**src/rtl/sync_fifo_pkg.sv**
```systemverilog
// sync_fifo_pkg: shared defaults and types for the single-clock FIFO, its
// interface and the surrounding environment.
//   DEFAULT_DATA_WIDTH - default stored word width
//   DEFAULT_DEPTH      - default number of entries (power of two, >= 2)
//   data_t             - one stored word at the default width
package sync_fifo_pkg;

    localparam int unsigned DEFAULT_DATA_WIDTH = 8;
    localparam int unsigned DEFAULT_DEPTH      = 16;

    typedef logic [DEFAULT_DATA_WIDTH-1:0] data_t;

endpackage

```
**src/rtl/sync_fifo_if.sv**
```systemverilog
// sync_fifo_if: bundles the FIFO request/data/status signals.
//   wr, rd, clear, data_in          - driven by the user (master)
//   data_out, data_out_valid,
//   empty, full                     - driven by the FIFO (slave)
// clk and rst are kept as plain ports on the FIFO itself.
interface sync_fifo_if
    import sync_fifo_pkg::*;
#(
    parameter int unsigned DATA_WIDTH = DEFAULT_DATA_WIDTH
) ();

    logic                  wr;
    logic                  rd;
    logic                  clear;
    logic [DATA_WIDTH-1:0] data_in;
    logic [DATA_WIDTH-1:0] data_out;
    logic                  data_out_valid;
    logic                  empty;
    logic                  full;

    modport master (
        output wr, rd, clear, data_in,
        input  data_out, data_out_valid, empty, full
    );

    modport slave (
        input  wr, rd, clear, data_in,
        output data_out, data_out_valid, empty, full
    );

endinterface

```
**src/rtl/sync_fifo_mem.sv**
```systemverilog
// sync_fifo_mem: DEPTH x DATA_WIDTH register array with one synchronous write
// port and one registered read port.
//   clk, rst - clock, asynchronous active-high reset (read register only)
//   we, waddr, wdata - write port, stored on the rising edge when we=1
//   re, raddr        - read port, rdata loads mem[raddr] on the edge when re=1
//   rdata            - registered read data, holds when re=0
module sync_fifo_mem
    import sync_fifo_pkg::*;
#(
    parameter int unsigned DATA_WIDTH = DEFAULT_DATA_WIDTH,
    parameter int unsigned DEPTH      = DEFAULT_DEPTH,
    parameter int unsigned ADDR_WIDTH = $clog2(DEPTH)
) (
    input  logic                  clk,
    input  logic                  rst,
    input  logic                  we,
    input  logic [ADDR_WIDTH-1:0] waddr,
    input  logic [DATA_WIDTH-1:0] wdata,
    input  logic                  re,
    input  logic [ADDR_WIDTH-1:0] raddr,
    output logic [DATA_WIDTH-1:0] rdata
);

    logic [DATA_WIDTH-1:0] mem_q [DEPTH];
    logic [DATA_WIDTH-1:0] rdata_q;

    // Storage is not reset: the pointers/count decide what is valid.
    always_ff @(posedge clk) begin
        if (we) begin
            mem_q[waddr] <= wdata;
        end
    end

    always_ff @(posedge clk or posedge rst) begin
        if (rst) begin
            rdata_q <= '0;
        end else if (re) begin
            rdata_q <= mem_q[raddr];
        end
    end

    assign rdata = rdata_q;

endmodule

```
**src/rtl/sync_fifo.sv**
```systemverilog
// sync_fifo: single-clock FIFO with registered read data, a read-valid strobe,
// synchronous flush and full/empty flags.
//   clk  - clock, all state changes on the rising edge
//   rst  - asynchronous active-high reset, clears all state
//   bus  - sync_fifo_if.slave: wr/rd/clear/data_in in,
//          data_out/data_out_valid/empty/full out
module sync_fifo
    import sync_fifo_pkg::*;
#(
    parameter int unsigned DATA_WIDTH = DEFAULT_DATA_WIDTH,
    parameter int unsigned DEPTH      = DEFAULT_DEPTH,
    parameter int unsigned ADDR_WIDTH = $clog2(DEPTH)
) (
    input logic        clk,
    input logic        rst,
    sync_fifo_if.slave bus
);

    localparam logic [ADDR_WIDTH:0] FULL_COUNT = (ADDR_WIDTH + 1)'(DEPTH);

    logic [ADDR_WIDTH-1:0] wr_ptr_q;
    logic [ADDR_WIDTH-1:0] rd_ptr_q;
    logic [ADDR_WIDTH:0]   count_q;
    logic                  valid_q;
    logic                  empty;
    logic                  full;
    logic                  wr_acc;
    logic                  rd_acc;

    // Flags come from the registered count, so they describe the state after
    // the last edge.
    assign empty = (count_q == '0);
    assign full  = (count_q == FULL_COUNT);

    // clear wins over both requests in the same cycle.
    always_comb begin
        wr_acc = bus.wr && !full && !bus.clear;
        rd_acc = bus.rd && !empty && !bus.clear;
    end

    always_ff @(posedge clk or posedge rst) begin
        if (rst) begin
            wr_ptr_q <= '0;
            rd_ptr_q <= '0;
            count_q  <= '0;
            valid_q  <= 1'b0;
        end else if (bus.clear) begin
            wr_ptr_q <= '0;
            rd_ptr_q <= '0;
            count_q  <= '0;
            valid_q  <= 1'b0;
        end else begin
            if (wr_acc) begin
                wr_ptr_q <= wr_ptr_q + ADDR_WIDTH'(1);
            end
            if (rd_acc) begin
                rd_ptr_q <= rd_ptr_q + ADDR_WIDTH'(1);
            end
            case ({wr_acc, rd_acc})
                2'b10:   count_q <= count_q + (ADDR_WIDTH + 1)'(1);
                2'b01:   count_q <= count_q - (ADDR_WIDTH + 1)'(1);
                default: count_q <= count_q;
            endcase
            valid_q <= rd_acc;
        end
    end

    // data_out holds across clear because the read port only loads on rd_acc.
    sync_fifo_mem #(
        .DATA_WIDTH (DATA_WIDTH),
        .DEPTH      (DEPTH),
        .ADDR_WIDTH (ADDR_WIDTH)
    ) u_mem (
        .clk   (clk),
        .rst   (rst),
        .we    (wr_acc),
        .waddr (wr_ptr_q),
        .wdata (bus.data_in),
        .re    (rd_acc),
        .raddr (rd_ptr_q),
        .rdata (bus.data_out)
    );

    assign bus.data_out_valid = valid_q;
    assign bus.empty          = empty;
    assign bus.full           = full;

endmodule

```
**src/flat_wrapper.sv**
```systemverilog
// flat-port wrapper written by rule: the top's interface ports become plain ports
module sync_fifo_flat import sync_fifo_pkg::*;
#(
    parameter int unsigned DATA_WIDTH = DEFAULT_DATA_WIDTH,
    parameter int unsigned DEPTH      = DEFAULT_DEPTH,
    parameter int unsigned ADDR_WIDTH = $clog2(DEPTH)
)
  (clk, rst, bus_wr, bus_rd, bus_clear, bus_data_in, bus_data_out, bus_data_out_valid, bus_empty, bus_full);
  sync_fifo_if #(.DATA_WIDTH(DATA_WIDTH)) bus_i ();
  input logic clk;
  input logic rst;
  input wire logic [$bits(bus_i.wr)-1:0] bus_wr;
  input wire logic [$bits(bus_i.rd)-1:0] bus_rd;
  input wire logic [$bits(bus_i.clear)-1:0] bus_clear;
  input wire logic [$bits(bus_i.data_in)-1:0] bus_data_in;
  output wire logic [$bits(bus_i.data_out)-1:0] bus_data_out;
  output wire logic [$bits(bus_i.data_out_valid)-1:0] bus_data_out_valid;
  output wire logic [$bits(bus_i.empty)-1:0] bus_empty;
  output wire logic [$bits(bus_i.full)-1:0] bus_full;
  assign bus_i.wr = bus_wr;
  assign bus_i.rd = bus_rd;
  assign bus_i.clear = bus_clear;
  assign bus_i.data_in = bus_data_in;
  assign bus_data_out = bus_i.data_out;
  assign bus_data_out_valid = bus_i.data_out_valid;
  assign bus_empty = bus_i.empty;
  assign bus_full = bus_i.full;
  sync_fifo #(.DATA_WIDTH(DATA_WIDTH), .DEPTH(DEPTH), .ADDR_WIDTH(ADDR_WIDTH)) u_core (.clk(clk), .rst(rst), .bus(bus_i));
endmodule
```
**config.mk**
```make
export PLATFORM = sky130hd
export DESIGN_NAME = sync_fifo_flat
export DESIGN_NICKNAME = d
export VERILOG_FILES = /design/src/rtl/sync_fifo_pkg.sv /design/src/rtl/sync_fifo_if.sv /design/src/rtl/sync_fifo_mem.sv /design/src/rtl/sync_fifo.sv /design/src/flat_wrapper.sv
export SDC_FILE = /design/constraint.sdc
export NUM_CORES = 1
export LEC_CHECK = 0
export ABC_CLOCK_PERIOD_IN_PS = 3800
export CAP_MARGIN = 40
export CORE_MARGIN = 2
export CORE_UTILIZATION = 63
export CTS_BUF_LIST = sky130_fd_sc_hd__clkbuf_4
export CTS_CLUSTER_DIAMETER = 200
export CTS_CLUSTER_SIZE = 8
export DETAILED_ROUTE_END_ITERATION = 8
export GPL_TIMING_DRIVEN = 1
export PLACE_DENSITY = 0.88
export SETUP_SLACK_MARGIN = 0.05
export SLEW_MARGIN = 10
export SYNTH_ARGS = -nofsm -noshare
export SYNTH_HDL_FRONTEND = slang
export SYNTH_SLANG_ARGS = --single-unit
```
**constraint.sdc**
```tcl
create_clock -name clk -period 3.8 [get_ports clk]
set_input_delay 0.76 -clock clk [delete_from_list [all_inputs] [get_ports clk]]
set_output_delay 0.76 -clock clk [all_outputs]
set_load 0.02 [all_outputs]
```
After elaboration in Yosys (flattened, before gate mapping)
Memory sizes are Yosys's and may differ from the RTL's. A register that Yosys moved wholly into a read port is not among the register bits.
Index checks and enable logic that the tools add are counted.
{"block": "totals", "ram_bits": 128, "input_bits": 13, "out_inout_bits": 11, "wordCells": 32, "n_memories": 1, "register_bits": 14}
{"name": "u_core.u_mem.mem_q", "words": 16, "word_bits": 8, "read_ports": 1, "rd_clocked_by_memory_dff": 1, "write_ports": 1, "line_no": "sync_fifo_mem.sv:24", "text": "logic [DATA_WIDTH-1:0] mem_q [DEPTH];"}
{"block": "classes", "mux": 9, "n_eq_ne": 3, "reduce_logical": 11, "n_addsub": 4}
{"operator": "4-bit 2-to-1 mux", "count": 4}
{"operator": "5-bit one-hot mux with 2 select lines", "count": 1}
{"operator": "4-bit by 1-bit adder with 4-bit output, second input constant", "count": 2}
{"operator": "5-bit by 1-bit adder with 5-bit output, second input constant", "count": 1}
{"operator": "5-bit == test, second input constant", "count": 1}
{"operator": "5-bit logical NOT", "count": 1}
{"operator": "5-bit 2-to-1 mux", "count": 1}
{"operator": "5-bit by 1-bit subtractor with 5-bit output, second input constant", "count": 1}
{"operator": "1-bit logical AND", "count": 4}
{"operator": "2-bit nonzero test", "count": 2}
{"operator": "1-bit logical NOT", "count": 3}
{"operator": "1-bit 2-to-1 mux", "count": 3}
{"operator": "3-bit nonzero test", "count": 1}
{"operator": "2-bit by 1-bit == test with 1-bit output, second input constant", "count": 1}
{"operator": "2-bit == test, second input constant", "count": 1}

Longest topological paths before layout
Gate-level depths: netlist of run 1.
{"block": "depth", "depth_word": 7, "ltp_mapped": 11}

Cells and area by module
From an unflattened synthesis of run 1, not the netlist that was laid out.
{"block": "hier_totals", "hier_cells": 325, "hier_area_um2": 6159.7}
{"mod": "sync_fifo_mem", "cells_each": 241, "area_per_inst_um2": 5335.1, "n_inst": 1}
{"mod": "sync_fifo", "cells_each": 84, "area_per_inst_um2": 824.5, "n_inst": 1}

Worst setup path before layout of run 1
OpenSTA, ideal clock, no wires.
{"block": "synth_path", "path_kind": "reg2reg", "start": "reg u_core.count_q[0]", "end": "reg u_core.count_q[3]", "required_ns": 3.675, "stages_incl_launch_ff": 12, "slack_ns": 1.171, "setup_ns": 0.125, "n_path_buf": 1, "arrival_ns": 2.505, "cell_sequence": "dfrtp_1 -> or4_1 -> buf_2 -> o21ai_4 -> or3_1 -> inv_1 -> ha_1 -> a21o_1 -> a21oi_1 -> xor2_1 -> nor2_1 -> mux2_2"}
{"block": "synth_between", "elab_chain_cells": 7}
{"item": "start, declared", "line_no": "sync_fifo.sv:23", "text": "logic [ADDR_WIDTH:0] count_q;"}
{"item": "start signal, assigned", "line_no": "sync_fifo.sv:60", "text": "2'b10: count_q <= count_q + (ADDR_WIDTH + 1)'(1);"}
{"item": "start signal, assigned", "line_no": "sync_fifo.sv:61", "text": "2'b01: count_q <= count_q - (ADDR_WIDTH + 1)'(1);"}
{"item": "start signal, assigned", "line_no": "sync_fifo.sv:62", "text": "default: count_q <= count_q;"}
{"item": "5-bit == test / 5-bit logical NOT (equally long branches)", "line_no": "sync_fifo.sv:33, sync_fifo.sv:32"}
{"item": "1-bit logical NOT (on tied branches)", "line_no": "sync_fifo.sv:37, sync_fifo.sv:38"}
{"item": "1-bit logical AND (on tied branches) (2 in series)", "line_no": "sync_fifo.sv:37, sync_fifo.sv:38"}
{"item": "2-bit by 1-bit == test with 1-bit output / 2-bit == test (equally long branches)", "line_no": "sync_fifo.sv:59", "text": "case ({wr_acc, rd_acc})"}
{"item": "5-bit one-hot mux with 2 select lines", "line_no": "sync_fifo.sv:59"}
{"item": "5-bit 2-to-1 mux", "line_no": "sync_fifo.sv:47", "text": "end else if (bus.clear) begin"}
Several ways; a longest one is shown, not always the timed one.
A chain may end at the register's enable or synchronous reset.

Worst setup path in the final report of run 1
{"block": "layout_path", "start": "reg u_core.count_q[0]", "end": "out bus_empty"}
{"block": "layout_between", "elab_chain_cells": 1}
{"item": "5-bit logical NOT", "line_no": "sync_fifo.sv:32", "text": "assign empty = (count_q == '0);"}
{"item": "end, declared", "line_no": "flat_wrapper.sv:18", "text": "output wire logic [$bits(bus_i.empty)-1:0] bus_empty;"}
No other way between the ends.

==> results.toml, run 1 <==
[clock_network]
cts_buffers = 17
cts_tree = "built"
cts_resized = 0
post_cts.repair.setup_buffers = 0
cts_sinks = 150
clk_pin_slew_ns = 0.15
ctsHoldBuffers = 0
clock_latency_ns = 0.52
root_buffer = "clkbuf_4"
htreeDepth = 4
cts_buffer_depth = 2

[logic_synthesis]
postSynthCellCount = 334
yosysSeqAreaShare_pct = 71.2
synth-seq-cells = 150
yosysWarningCount = 0
synth_top_cell_area_share_pct = 62.2
synth.cell_area_um2 = 6180
synth_edf_count = 128
synthFlopType = "edfxtp_1"
yosysTopAreaCell = "edfxtp_1"
syn_nets = 356
syn_avg_cell_area_um2 = 18.5
ys_async_sr_fraction_pct = 14.7
synth_area_leaders = "edfxtp_1 (62%), mux4_2 (12%), dfrtp_1 (8.9%), mux2i_1 (2.9%), o221ai_2 (1.9%)"
synth.distinct_cells = 40

[placed_design]
dp_hpwl_mm = 7.76
gp_routability_congestion = 0.799
numPortBuffers = 23
dpl.cell_count = 495

[sta]
setup-violations-final = 0
rsz0062_at_grt = "false"
fin_crit_ns = 3.25
worst-slew-pin-transition_ns = 0.622
min_period_over_period_pct = 85.5
max_slew_margin_pct = 58.2
hold_viol = 0
drv_slew = 0
tns_ns = 0
skew_ns = 0.0193
clock.fmax_ghz = 0.308

[detailed_routing]
vias = 3228
drt_iter0_drc = 240
remaining_drc_errors = 0
firstDrtPassIters = 5
detail-route-antenna-nets = 0
wl_per_cell_um = 21.9
drt-total-wl_mm = 11.5
vias_per_cell = 6.13

[floorplan]
io_pins = 24
core-area_um2 = 9640
die_x_um = 103
die_area_um2 = 10600
die_height_um = 103
rows = 36
start_util_pct = 64.1

[pwr]
leakage_nw = 2.33
p_total_w = 0.00379
ir_drop_mv = 0.358
pwr_density_cell_nw_per_um2 = 546

[setup_path]
slowest_stage = "or4_1"
worstSetupEndpointType = "output port"
required_ns = 3.04
slowest_delay_ns = 0.70
worstSetupPathType = "flip-flop to output port"
critPathMaxFanout = 6
start_kind = "flip-flop"
cp_cell_sequence = "or4_1 -> nor2_1 -> clkdlybuf4s50_1"
cp.arrival_ns = 2.49

[final_layout]
area_growth_pct = 12.6
layout_common_cells = "edfxtp_1 (128), mux4_2 (32), nor2_1 (28)"
register_area_um2 = 4400
final_cell_count_no_fill = 527
fillers = 600
antenna_cells = 0
fin_nets = 403
layout_commonest_cell = "edfxtp_1"
drive_gt1_share_pct = 26.4
multi_input_area_um2 = 1660

[grt]
gr-usage-all-layers_pct = 23.9
grt.overflow.total = 0
grt_pass1_vias = 3189
grt_start_max_net_pins = 35
antenna_found_initial = 0
grt_pass1_wl_mm = 17.7

[status]
status = "complete, no violations"

[min_path]
min_path_type = "input port to asynchronous set/reset pin"

[flow_run]
max-cap-violations = 0
[Yosys cell counts, types with 2 or more instances]
cell type  count
a21o_1         2
a21oi_1        5
buf_1          2
buf_2          7
clkbuf_1       7
dfrtp_1       22
edfxtp_1     128
ha_1           8
inv_1          7
mux2_2         5
mux2i_1       18
mux4_2        32
nand2_1       16
nand2b_1       3
nor2_1        28
nor2b_1        2
nor3_1         4
o221ai_2       8
or3_1          4
xnor2_1        2
xor2_1         5
[kinds of logic after synthesis]
| logic type | share of synthesized area (%) |
|---|---|
| mux | 15.5 |
| xor+xnor | 0.993 |
| buf+inv | 1.95 |
| flops | 71.2 |
| fa+ha+maj | 1.94 |
| simple gates | 4.94 |
| compound gates | 3.53 |
[per-layer routing]
metal | wire length (um) | track usage [%] | vias up
met5 | 0 | 0 | -
li1 | - | - | 1414
met1 | 4710 | 32.7 | 1669
met2 | 5850 | 38.0 | 131
met4 | 174 | 8.70 | 0
met3 | 807 | 6.31 | 14
[registers in the layout, summed over array words and instances (netlist names)]
| signal | count |
|---|---|
| u_core.wr_ptr_q | 4 |
| u_core.bus.data_out_valid | 1 |
| u_core.count_q | 5 |
| u_core.u_mem.rdata | 8 |
| u_core.u_mem.mem_q | 128 |
| u_core.rd_ptr_q | 4 |
[per-stage QoR]
stage	instance area (um2)	hold slack, ns	setup WS [ns]	utilization [%]
floorplan	6180	0.524	1.17	-
finish	6950	0.480	0.550	72.1
global placement	6640	0.483	0.541	68.9
detailed placement	6690	0.488	0.392	69.4
CTS	6950	0.475	0.544	72.1
global route	6950	0.468	0.451	72.1
[path summary, 6_finish.rpt]
path,start,to,slack [ns],cells after the start
max,u_core.count_q[0]$_DFFE_PP0P_,bus_empty,0.55,3
min,rst,u_core.count_q[4]$_DFFE_PP0P_,0.48,2
max reg2reg,u_core.count_q[0]$_DFFE_PP0P_,u_core.count_q[4]$_DFFE_PP0P_,0.73,10
min reg2reg,u_core.u_mem.rdata[3]$_DFFE_PP0P_,u_core.u_mem.rdata[3]$_DFFE_PP0P_,0.52,2
max in group asynchronous,rst,u_core.rd_ptr_q[1]$_DFFE_PP0P_,2.89,3
min in group clk,u_core.u_mem.rdata[3]$_DFFE_PP0P_,u_core.u_mem.rdata[3]$_DFFE_PP0P_,0.52,2
[critical path: cells and delay by family (launching register included)]
family / cells / cell delay [ns]
flip-flops: 1 / 0.46
buffers and inverters: 1 / 0.63
AND/OR/NAND/NOR: 2 / 0.88
[where the power goes]
group          internal [W]  switching (W)  leakage (nW)
Clock              0.000291       0.000621         0.146
Combinational      0.000434       0.000461         0.745
Sequential          0.00188       0.000111          1.44
[layout make-up]
type                            count  share of cell area (%)
Inverter                            8                   0.468
Clock buffer                       17                    1.84
Multi-Input combinational cell    158                    23.9
Timing Repair Buffer               46                    6.19
Tap cell                          133                    2.39
Clock inverter                     15                    2.00
Sequential cell                   150                    63.2
(Power assumes the default switching activity.)
==> inputs of run 2 (changes only) <==
--- a/config.mk
+++ b/config.mk
@@ -5,7 +5,7 @@
 export SDC_FILE = /design/constraint.sdc
 export NUM_CORES = 1
 export LEC_CHECK = 0
-export ABC_CLOCK_PERIOD_IN_PS = 3800
+export ABC_CLOCK_PERIOD_IN_PS = 3000
 export CAP_MARGIN = 40
 export CORE_MARGIN = 2
 export CORE_UTILIZATION = 63
==> constraint.sdc (replaced) <==
create_clock -name clk -period 3 [get_ports clk]
set_input_delay 0.6 -clock clk [delete_from_list [all_inputs] [get_ports clk]]
set_output_delay 0.6 -clock clk [all_outputs]
set_load 0.02 [all_outputs]
==> run 2 against run 1 <==
Net effect:
- utilization rose by 1.5 points
- worst hold slack got worse by 0.23 ns
- worst setup slack got worse by 0.39 ns
- clock power rose by 39%
- non-clock buffer count rose by 11
- critical path depth rose by 6
- clock-buffer cell count did not move
- die area did not move
- routed wire length rose by 6.0%
- critical path type is now flip-flop to flip-flop
- first-iteration DRC count rose by 57%
- sequential share of layout area fell by 1.3 points
==> results.toml, run 2 (synthesized netlist as in run 1, its figures left out) <==
[grt]
grt.overflow.total = 0
grt_start_max_net_pins = 21
grt_pass1_wl_mm = 19.0
gr-usage-all-layers_pct = 25.5
grt_pass1_vias = 3322
antenna_found_initial = 0

[final_layout]
final_util_pct = 73.7
layout_common_cells = "edfxtp_1 (128), mux4_2 (32), buf_4 (31)"
drive_gt1_share_pct = 28.6
antenna_cells = 0
fin_nets = 414
register_area_um2 = 4400
finalInstanceArea_um2 = 7100
area_growth_pct = 15.0
largest_reg_flops = 128
fillers = 564
final_cell_count_no_fill = 538
regMostFlops = "u_core.u_mem.mem_q"
layout_commonest_cell = "edfxtp_1"
multi_input_area_um2 = 1670

[setup_path]
r2r_start = "u_core.count_q[0]$_DFFE_PP0P_"
r2r-end = "u_core.count_q[4]$_DFFE_PP0P_"
cpMostUsedCell = "a21oi_1"
worstSetupEndpointType = "flip-flop"
critPathBufInv = 0
cp_top_family = "simple AND/OR/NAND/NOR gates"
start_kind = "flip-flop"
worstSetupPathType = "flip-flop to flip-flop"
slowest_delay_ns = 0.46
r2r_cells = 9
required_ns = 3.45
critPathMaxFanout = 6
cp_cell_sequence = "nor4_2 -> a21boi_1 -> or3_1 -> fa_1 -> nand2b_1 -> a21oi_1 -> mux2i_1 -> a32oi_1 -> a21oi_1"
slowest_stage = "dfrtp_1"
cp.arrival_ns = 3.29
reg2reg_slack_ns = 0.16

[sta]
hold_ws_ns = 0.251
drv_slew = 0
clock.fmax_ghz = 0.352
setup-violations-final = 0
max_slew_margin_pct = 44.7
fin_crit_ns = 2.84
rsz0062_at_grt = "true"
worst-slew-pin-transition_ns = 0.829
skew_ns = 0.0181
hold_viol = 0
min_period_over_period_pct = 94.6

[floorplan]
rows = 36
io_pins = 24
die_x_um = 103
die_height_um = 103
die_area_um2 = 10600
core-area_um2 = 9640
start_util_pct = 64.1

[pwr]
power_frac_clock_pct = 25.6
power_frac_seq_pct = 51.2
pwr_density_cell_nw_per_um2 = 698
netSwitchingFraction_pct = 30.0
leakage_nw = 2.41
p_int_w = 0.00347
ir_drop_mv = 0.449
power_switching_w = 0.00149
p_total_w = 0.00496
pwr-share-comb_pct = 23.2

[placed_design]
gp_routability_congestion = 0.858
dpl.cell_count = 506
dpl_cell_area_um2 = 6790
dp_hpwl_mm = 8.22
numPortBuffers = 23

[detailed_routing]
wl_per_cell_um = 22.7
vias_per_cell = 6.23
vias = 3350
detail-route-antenna-nets = 0
remaining_drc_errors = 0
drt_iter0_drc = 378
firstDrtPassIters = 5
drt-total-wl_mm = 12.2

[clock_network]
cts_tree = "built"
root_buffer = "clkbuf_4"
htreeDepth = 4
clk_pin_slew_ns = 0.13
cts_buffer_depth = 2
cts_sinks = 150
cts_buffers = 17
clock_latency_ns = 0.54

[status]
status = "complete, no violations"

[min_path]
min_path_type = "input port to asynchronous set/reset pin"

[flow_run]
max-cap-violations = 0
-- run 2: cell types whose count changed in the layout (fill, tap and decap cells not counted), moves of 2 or more --
cell / before / now
buf_4: 21 / 31
bufinv_16: 0 / 2
clkinvlp_4: 1 / 3
inv_6: 6 / 3
-- run 2: through the flow --
stage | TNS, ns | setup slack, ns
final | 0 | 0.162
after global routing | -0.0000673 | -0.0000673
after CTS | 0 | 0.0384
after detailed placement | -0.127 | -0.127
after global placement | 0 | 0.0613
after floorplan | 0 | 0.371
-- run 2: repair_timing --
item | in CTS | in global routing
hold buffers | 0 | 0
endpoints found under the setup margin | 2 | 4
setup buffers | 0 | 0
gates resized for setup | 1 | 2
-- run 2: per-layer routing --
layer  share of wire (%)  GRT usage (%)
met5                   0              0
met4                 1.8           8.30
met2                  53           41.8
met3                 6.7           5.76
met1                  39           34.7
-- run 2: area by class of cell --
| cell class | instances | area share, % |
|---|---|---|
| Clock buffer | 17 | 1.80 |
| Clock inverter | 15 | 2.36 |
| Inverter | 8 | 0.458 |
| Multi-Input combinational cell | 158 | 23.5 |
| Sequential cell | 150 | 61.9 |
| Tap cell | 133 | 2.34 |
| Timing Repair Buffer | 57 | 7.61 |
-- run 2: worst max-delay path by stage --
| stage | start | endpoint | slack, ns | cells past startpoint |
|---|---|---|---|---|
| floorplan | u_core.count_q[0]$_DFFE_PP0P_ | u_core.count_q[3]$_DFFE_PP0P_ | 0.37 | 11 |
| global placement | bus_wr | u_core.count_q[4]$_DFFE_PP0P_ | 0.06 | 9 |
| detailed placement | bus_wr | u_core.count_q[4]$_DFFE_PP0P_ | -0.13 | 9 |
| CTS | u_core.count_q[0]$_DFFE_PP0P_ | u_core.count_q[4]$_DFFE_PP0P_ | 0.04 | 9 |
| global route | u_core.count_q[0]$_DFFE_PP0P_ | u_core.count_q[4]$_DFFE_PP0P_ | -0.00007 | 9 |
| finish | u_core.count_q[0]$_DFFE_PP0P_ | u_core.count_q[4]$_DFFE_PP0P_ | 0.16 | 9 |
-- run 2: power by group through the flow --
stage	combinational, W	clock, W	sequential [W]
floorplan	0.000765	0	0.00255
global placement	0.00108	0	0.00258
detailed placement	0.00114	0	0.00258
CTS	0.00116	0.00129	0.00253
global route	0.00124	0.00137	0.00256
finish	0.00115	0.00127	0.00254
==> inputs of run 3 (changes only) <==
--- a/config.mk
+++ b/config.mk
@@ -15,7 +15,6 @@
 export DETAILED_ROUTE_END_ITERATION = 8
 export GPL_TIMING_DRIVEN = 1
 export PLACE_DENSITY = 0.88
-export SETUP_SLACK_MARGIN = 0.05
 export SLEW_MARGIN = 10
 export SYNTH_ARGS = -nofsm -noshare
 export SYNTH_HDL_FRONTEND = slang
==> results of run 3 <==
The final DEF is identical to that of run 2. Status: complete, no violations.
